$ cat config.mk
export PLATFORM = sky130hd
export DESIGN_NAME = core_sequencer
export DESIGN_NICKNAME = d
export VERILOG_FILES = /design/src/rtl/core_sequencer.sv
export SDC_FILE = /design/constraint.sdc
export NUM_CORES = 1
export LEC_CHECK = 0
export BUFFER_PORTS_ARGS = -buffer_cell sky130_fd_sc_hd__buf_2
export CORE_MARGIN = 10
export CORE_UTILIZATION = 36
export CTS_CLUSTER_DIAMETER = 80
export DETAILED_ROUTE_END_ITERATION = 8
export PLACE_DENSITY = 0.64
export SYNTH_ARGS = -nofsm -noshare
export SYNTH_HDL_FRONTEND = slang
export SYNTH_SLANG_ARGS = --single-unit
export TNS_END_PERCENT = 100
$ cat constraint.sdc
create_clock -name clk -period 1.9 [get_ports clk]
set_input_delay 0.285 -clock clk [delete_from_list [all_inputs] [get_ports clk]]
set_output_delay 0.285 -clock clk [all_outputs]
set_load 0.05 [all_outputs]
$ cat src/rtl/core_sequencer.sv
// core_sequencer: operating-mode control, button conditioning and
// one-hot stage sequencing for the 32-entry single-issue core.
module core_sequencer #(
  parameter int ADDR_W    = 5,
  parameter int DB_CYCLES = 1000
) (
  input  logic              clk,
  input  logic              rst_n,
  input  logic              sw_load,
  input  logic              sw_run,
  input  logic              sw_step,
  input  logic              ld_valid,
  input  logic [31:0]       ld_data,
  input  logic              ld_last,
  input  logic              halt_req,
  input  logic              br_taken,
  input  logic [ADDR_W-1:0] br_target,
  input  logic              mem_ready,
  output logic              imem_we,
  output logic [ADDR_W-1:0] imem_waddr,
  output logic [31:0]       imem_wdata,
  output logic [ADDR_W-1:0] pc,
  output logic [4:0]        stage,
  output logic [1:0]        mode,
  output logic              load_done,
  output logic              retire
);

  localparam int DB_W = $clog2(DB_CYCLES + 1);

  typedef enum logic [1:0] {
    M_LOAD = 2'b00,
    M_RUN  = 2'b01,
    M_STEP = 2'b10,
    M_HALT = 2'b11
  } mode_e;

  localparam logic [4:0] S_IF  = 5'b00001;
  localparam logic [4:0] S_ID  = 5'b00010;
  localparam logic [4:0] S_EX  = 5'b00100;
  localparam logic [4:0] S_MEM = 5'b01000;
  localparam logic [4:0] S_WB  = 5'b10000;

  logic [1:0] rst_ff;
  logic       rst_i_n;

  // Async assert, clock-synchronized release of the internal reset
  always_ff @(posedge clk or negedge rst_n) begin
    if (!rst_n) rst_ff <= 2'b00;
    else        rst_ff <= {rst_ff[0], 1'b1};
  end

  assign rst_i_n = rst_ff[1];

  logic [2:0] raw;
  logic [2:0] sync1;
  logic [2:0] sync2;
  logic [2:0] lvl;
  logic [2:0] lvl_q;
  logic [2:0] ev;

  assign raw = {sw_step, sw_run, sw_load};

  // Two-flop synchronizers and the edge-detect history
  always_ff @(posedge clk or negedge rst_i_n) begin
    if (!rst_i_n) begin
      sync1 <= '0;
      sync2 <= '0;
      lvl_q <= '0;
    end else begin
      sync1 <= raw;
      sync2 <= sync1;
      lvl_q <= lvl;
    end
  end

  for (genvar b = 0; b < 3; b++) begin : g_db
    logic [DB_W-1:0] cnt;
    logic            acc;

    // Accept a new level only after DB_CYCLES identical samples
    always_ff @(posedge clk or negedge rst_i_n) begin
      if (!rst_i_n) begin
        cnt <= '0;
        acc <= 1'b0;
      end else if (sync2[b] == acc) begin
        cnt <= '0;
      end else if (cnt == DB_W'(DB_CYCLES - 1)) begin
        cnt <= '0;
        acc <= sync2[b];
      end else begin
        cnt <= cnt + 1'b1;
      end
    end

    assign lvl[b] = acc;
  end

  assign ev = lvl & ~lvl_q;

  logic ev_load;
  logic ev_run;
  logic ev_step;

  assign ev_load = ev[0];
  assign ev_run  = ev[1];
  assign ev_step = ev[2];

  mode_e             mode_q, mode_d;
  logic [4:0]        stage_q, stage_d;
  logic [ADDR_W-1:0] pc_q, pc_d;
  logic [ADDR_W-1:0] wptr_q, wptr_d;
  logic [ADDR_W-1:0] tgt_q, tgt_d;
  logic              done_q, done_d;
  logic              halt_q, halt_d;
  logic              br_q, br_d;

  // Sequencer state register
  always_ff @(posedge clk or negedge rst_i_n) begin
    if (!rst_i_n) begin
      mode_q  <= M_LOAD;
      stage_q <= '0;
      pc_q    <= '0;
      wptr_q  <= '0;
      tgt_q   <= '0;
      done_q  <= 1'b0;
      halt_q  <= 1'b0;
      br_q    <= 1'b0;
    end else begin
      mode_q  <= mode_d;
      stage_q <= stage_d;
      pc_q    <= pc_d;
      wptr_q  <= wptr_d;
      tgt_q   <= tgt_d;
      done_q  <= done_d;
      halt_q  <= halt_d;
      br_q    <= br_d;
    end
  end

  // Mode transitions, loader pointer and stage sequencing
  always_comb begin
    mode_d  = mode_q;
    stage_d = stage_q;
    pc_d    = pc_q;
    wptr_d  = wptr_q;
    tgt_d   = tgt_q;
    done_d  = done_q;
    halt_d  = halt_q;
    br_d    = br_q;
    if (ev_load) begin
      mode_d  = M_LOAD;
      stage_d = '0;
      pc_d    = '0;
      wptr_d  = '0;
      done_d  = 1'b0;
      halt_d  = 1'b0;
      br_d    = 1'b0;
      tgt_d   = '0;
    end else begin
      unique case (mode_q)
        M_LOAD: begin
          if (ld_valid) begin
            wptr_d = wptr_q + 1'b1;
            if (ld_last) done_d = 1'b1;
          end
          if (ev_run) begin
            mode_d = M_RUN;
            pc_d   = '0;
          end else if (ev_step) begin
            mode_d = M_STEP;
          end
        end
        M_HALT: begin
          if (ev_run)       mode_d = M_RUN;
          else if (ev_step) mode_d = M_STEP;
        end
        M_RUN, M_STEP: begin
          if (ev_run) mode_d = M_RUN;
          if (stage_q == '0) begin
            stage_d = S_IF;
          end else begin
            unique case (1'b1)
              stage_q[0]: begin
                halt_d  = 1'b0;
                br_d    = 1'b0;
                stage_d = S_ID;
              end
              stage_q[1]: begin
                halt_d  = halt_req;
                stage_d = S_EX;
              end
              stage_q[2]: begin
                br_d    = br_taken;
                tgt_d   = br_target;
                stage_d = S_MEM;
              end
              stage_q[3]: begin
                if (mem_ready) stage_d = S_WB;
              end
              stage_q[4]: begin
                pc_d = br_q ? tgt_q : pc_q + 1'b1;
                if (halt_q || mode_d == M_STEP) begin
                  mode_d  = M_HALT;
                  stage_d = '0;
                end else begin
                  stage_d = S_IF;
                end
              end
              default: stage_d = '0;
            endcase
          end
        end
        default: mode_d = M_LOAD;
      endcase
    end
  end

  assign imem_we    = (mode_q == M_LOAD) & ld_valid;
  assign imem_waddr = wptr_q;
  assign imem_wdata = ld_data;
  assign pc         = pc_q;
  assign stage      = stage_q;
  assign mode       = mode_q;
  assign load_done  = done_q;
  assign retire     = stage_q[4];

endmodule

==> impl_results.md <==
* Status: complete, no violations
* Drt pass-1 iters at 4
* Total gr overflow at 0
* Post-CTS Setup Inserts at 0
* FP Rows at 35
* Worst setup SP type: flop
* Clock Sinks at 69
* Final WS setup at 0.1327 ns
* Worst skew pair latency at 0.36 ns
* CTS tree: yes
* Critical Path Source: mode[1]$_DFFE_PN0P_
* Register bit total from synthesis at 69
* Port-buffer cells at 34
* Max cap viols at 0
* Detailed Place HPWL at 4369 µm
* Synthesized Nets at 382
* Final Hold Fails at 0
* RR Startpoint: mode[1]$_DFFE_PN0P_
* CP Capture Type: primary output
* EDFF count, synth at 0
* Sw power at 1493 µW
* Seq/Total Area, Yosys at 51.80%
* GRT Overall Usage at 9.844%
* Final ANT Viol Nets at 0
* Cell count of the worst reg-to-reg path at 6
* Maximum VDD drop at 0.0004460 V
* Clock power share at 32.4%
* Period utilization at 93.02%
* Total number of vias at 2228
* Met3 routed WL at 419 µm
* Sw Share at 35.14%
* Die Span Y at 116.2 µm
* Vias per Instance at 4.907
* Final net count at 391
* First-pass GRT wire length at 10510 µm
* FMAX at 0.5658 GHz
* Antenna cells at 0
* Primary FF master, synth: dfrtp_1
* Reg2Reg Setup Slack at 0.19 ns
* Layout cells sized above 1 at 19.53%
* Syn Inst Count at 329
* Hold WS at 0.02839 ns
* Most frequent cells in the layout: dfrtp_1, nor2_1, buf_2
* Mapped Avg Cell Area at 10.13 µm²
* DRC viols at 0
* Worst EP required at 1.62 ns
* Power per cell area at 1161 nW/µm²
* CP Class: flop to primary output
* # setup viols final at 0
* I/O pins at 99
* Top layer in use: met4
* Post-layout min period at 1.767 ns
* Combinational Power Share at 22.9%
* Starting Density at 36.59%
* Final Wtd Congestion at 0.7853
* Hold path cells at 1
* Die width at 116.2 µm
* Ys async rst share at 100.0%
* TritonCTS Buffers at 9
* Tot Pwr at 4249 µW
* H-tree levels at 3
* Total die area at 13510 µm²
* Max Slew Vio Count at 0
* Reg2reg end: pc[2]$_DFFE_PN0P_
* Met2 WL at 2672 µm
* Clock buffer depth at 2
* Root Buffer: clkbuf_8
* Max FO, Critical Path at 4
* Synth unique cells at 40
* Hold path endpoint: sync1[2]$_DFF_PN0_
* Largest net degree at the start of global routing at 68
* Unrepaired setup endpoints after global routing: false
* Drt wl/cell at 13.62 µm
* Fin cells at 454
* Number of synthesis warnings at 0
* Met1 WL at 2912 µm
* Vias in the first global route at 2309
* Most common cell after layout, fill and taps aside: dfrtp_1
* Detailed-route wire length at 6182 µm
* Starting DRT DRC Count at 82
* Clock-pin transition on the worst setup and hold timing paths at 0.08 ns
* Arr. time, crit path at 1.48 ns
* Reg power frac at 44.6%
* Layout Skew at 0.01035 ns
* P&R area growth vs syn at 9.797%
* Initial antenna violation count at 0
* Cell Area, Synth at 3333 µm²
* Worst Hold Class: primary input to flop
* Core area at 9109 µm²
* Pint at 2756 µW
* Setup total negative slack at 0 ns
* Pre-CTS setup slack at 0.1921 ns
* Startpoint of the worst hold path: sw_step
* Placed cell count at 437
* Leakage at 0.001677 µW
cell usage after synthesis (all sizes together) (6+ instances only):
cell | instances | area [µm²]
a21oi | 12 | 60.06
buf | 35 | 257.8
clkbuf | 7 | 26.28
dfrtp | 69 | 1727
ha | 6 | 75.07
inv | 9 | 33.78
nand2 | 26 | 100.1
nand2b | 7 | 43.79
nand3 | 16 | 80.08
nand4 | 9 | 56.30
nor2 | 43 | 161.4
nor3 | 12 | 60.06
xnor2 | 18 | 157.7
xor2 | 13 | 113.9
worst max-delay path by stage:
stage | slack [ns] | depth (start not counted) | endpoint
floorplan | -0.01 | 7 | pc[2]$_DFFE_PN0P_
global placement | 0.25 | 6 | pc[2]$_DFFE_PN0P_
detailed placement | 0.19 | 6 | pc[3]$_DFFE_PN0P_
CTS | 0.004 | 4 | imem_we
global route | 0.03 | 4 | imem_we
finish | 0.13 | 4 | imem_we
critical path, stage by stage (launching register included):
cell     delay [ns]
dfrtp_2        0.41
inv_1          0.09
ha_1           0.20
and2_2         0.21
buf_4          0.21
power groups by stage:
stage                     sequential [µW]  combinational [µW]  clock, µW
final                                1900                 974       1380
after detailed placement             1930                 979          0
after CTS                            1900                 984       1410
after floorplan                      2210                 608          0
after global routing                 1940                1070       1480
after global placement               1920                 975          0
cell type report:
cell class / count / area, µm²
fillers: 899 / 5449
repair buffers: 40 / 232.7
flip-flops and latches: 69 / 1730
multi-input cells: 209 / 1290
well taps: 111 / 138.9
inverters: 9 / 33.78
clock buffers: 11 / 151.4
clock inverters: 5 / 82.58
stage by stage:
| step | utilization (%) | cell area, µm² |
|---|---|---|
| finish | 40.18 | 3660 |
| CTS | 40.14 | 3656 |
| global placement | 37.46 | 3412 |
| floorplan | - | 3338 |
| detailed placement | 37.46 | 3412 |
| global route | 40.18 | 3660 |
cell families after synthesis:
family,share of synthesized area [%]
xor+xnor,8.146
other cells,0.1125
compound gates,6.682
fa+ha+maj,2.252
buf+inv,9.535
flops,51.80
mux,2.853
simple gates,18.62
what timing repair did:
item | CTS | global route
hold buffers | 1 | 0
gates resized for setup | 0 | 3
setup endpoints to repair | 0 | 1
hold endpoints to repair | 2 | 0
sequential cells by signal (all words and copies together), names as in the netlist:
| name | cells |
|---|---|
| br_q | 1 |
| g_db.acc | 3 |
| g_db.cnt | 30 |
| halt_q | 1 |
| imem_waddr | 5 |
| load_done | 1 |
| lvl_q | 3 |
| mode | 2 |
| pc | 5 |
| rst_ff | 2 |
| stage | 5 |
| sync1 | 3 |
| sync2 | 3 |
| tgt_q | 5 |
routing by layer:
layer  global-route usage (%)  vias up
li1                         -     1095
met3                    4.109       24
met1                    11.69     1050
met4                    6.088        0
met5                        0        -
met2                    14.48       59
Note: power is estimated with default switching activity, not from simulation.
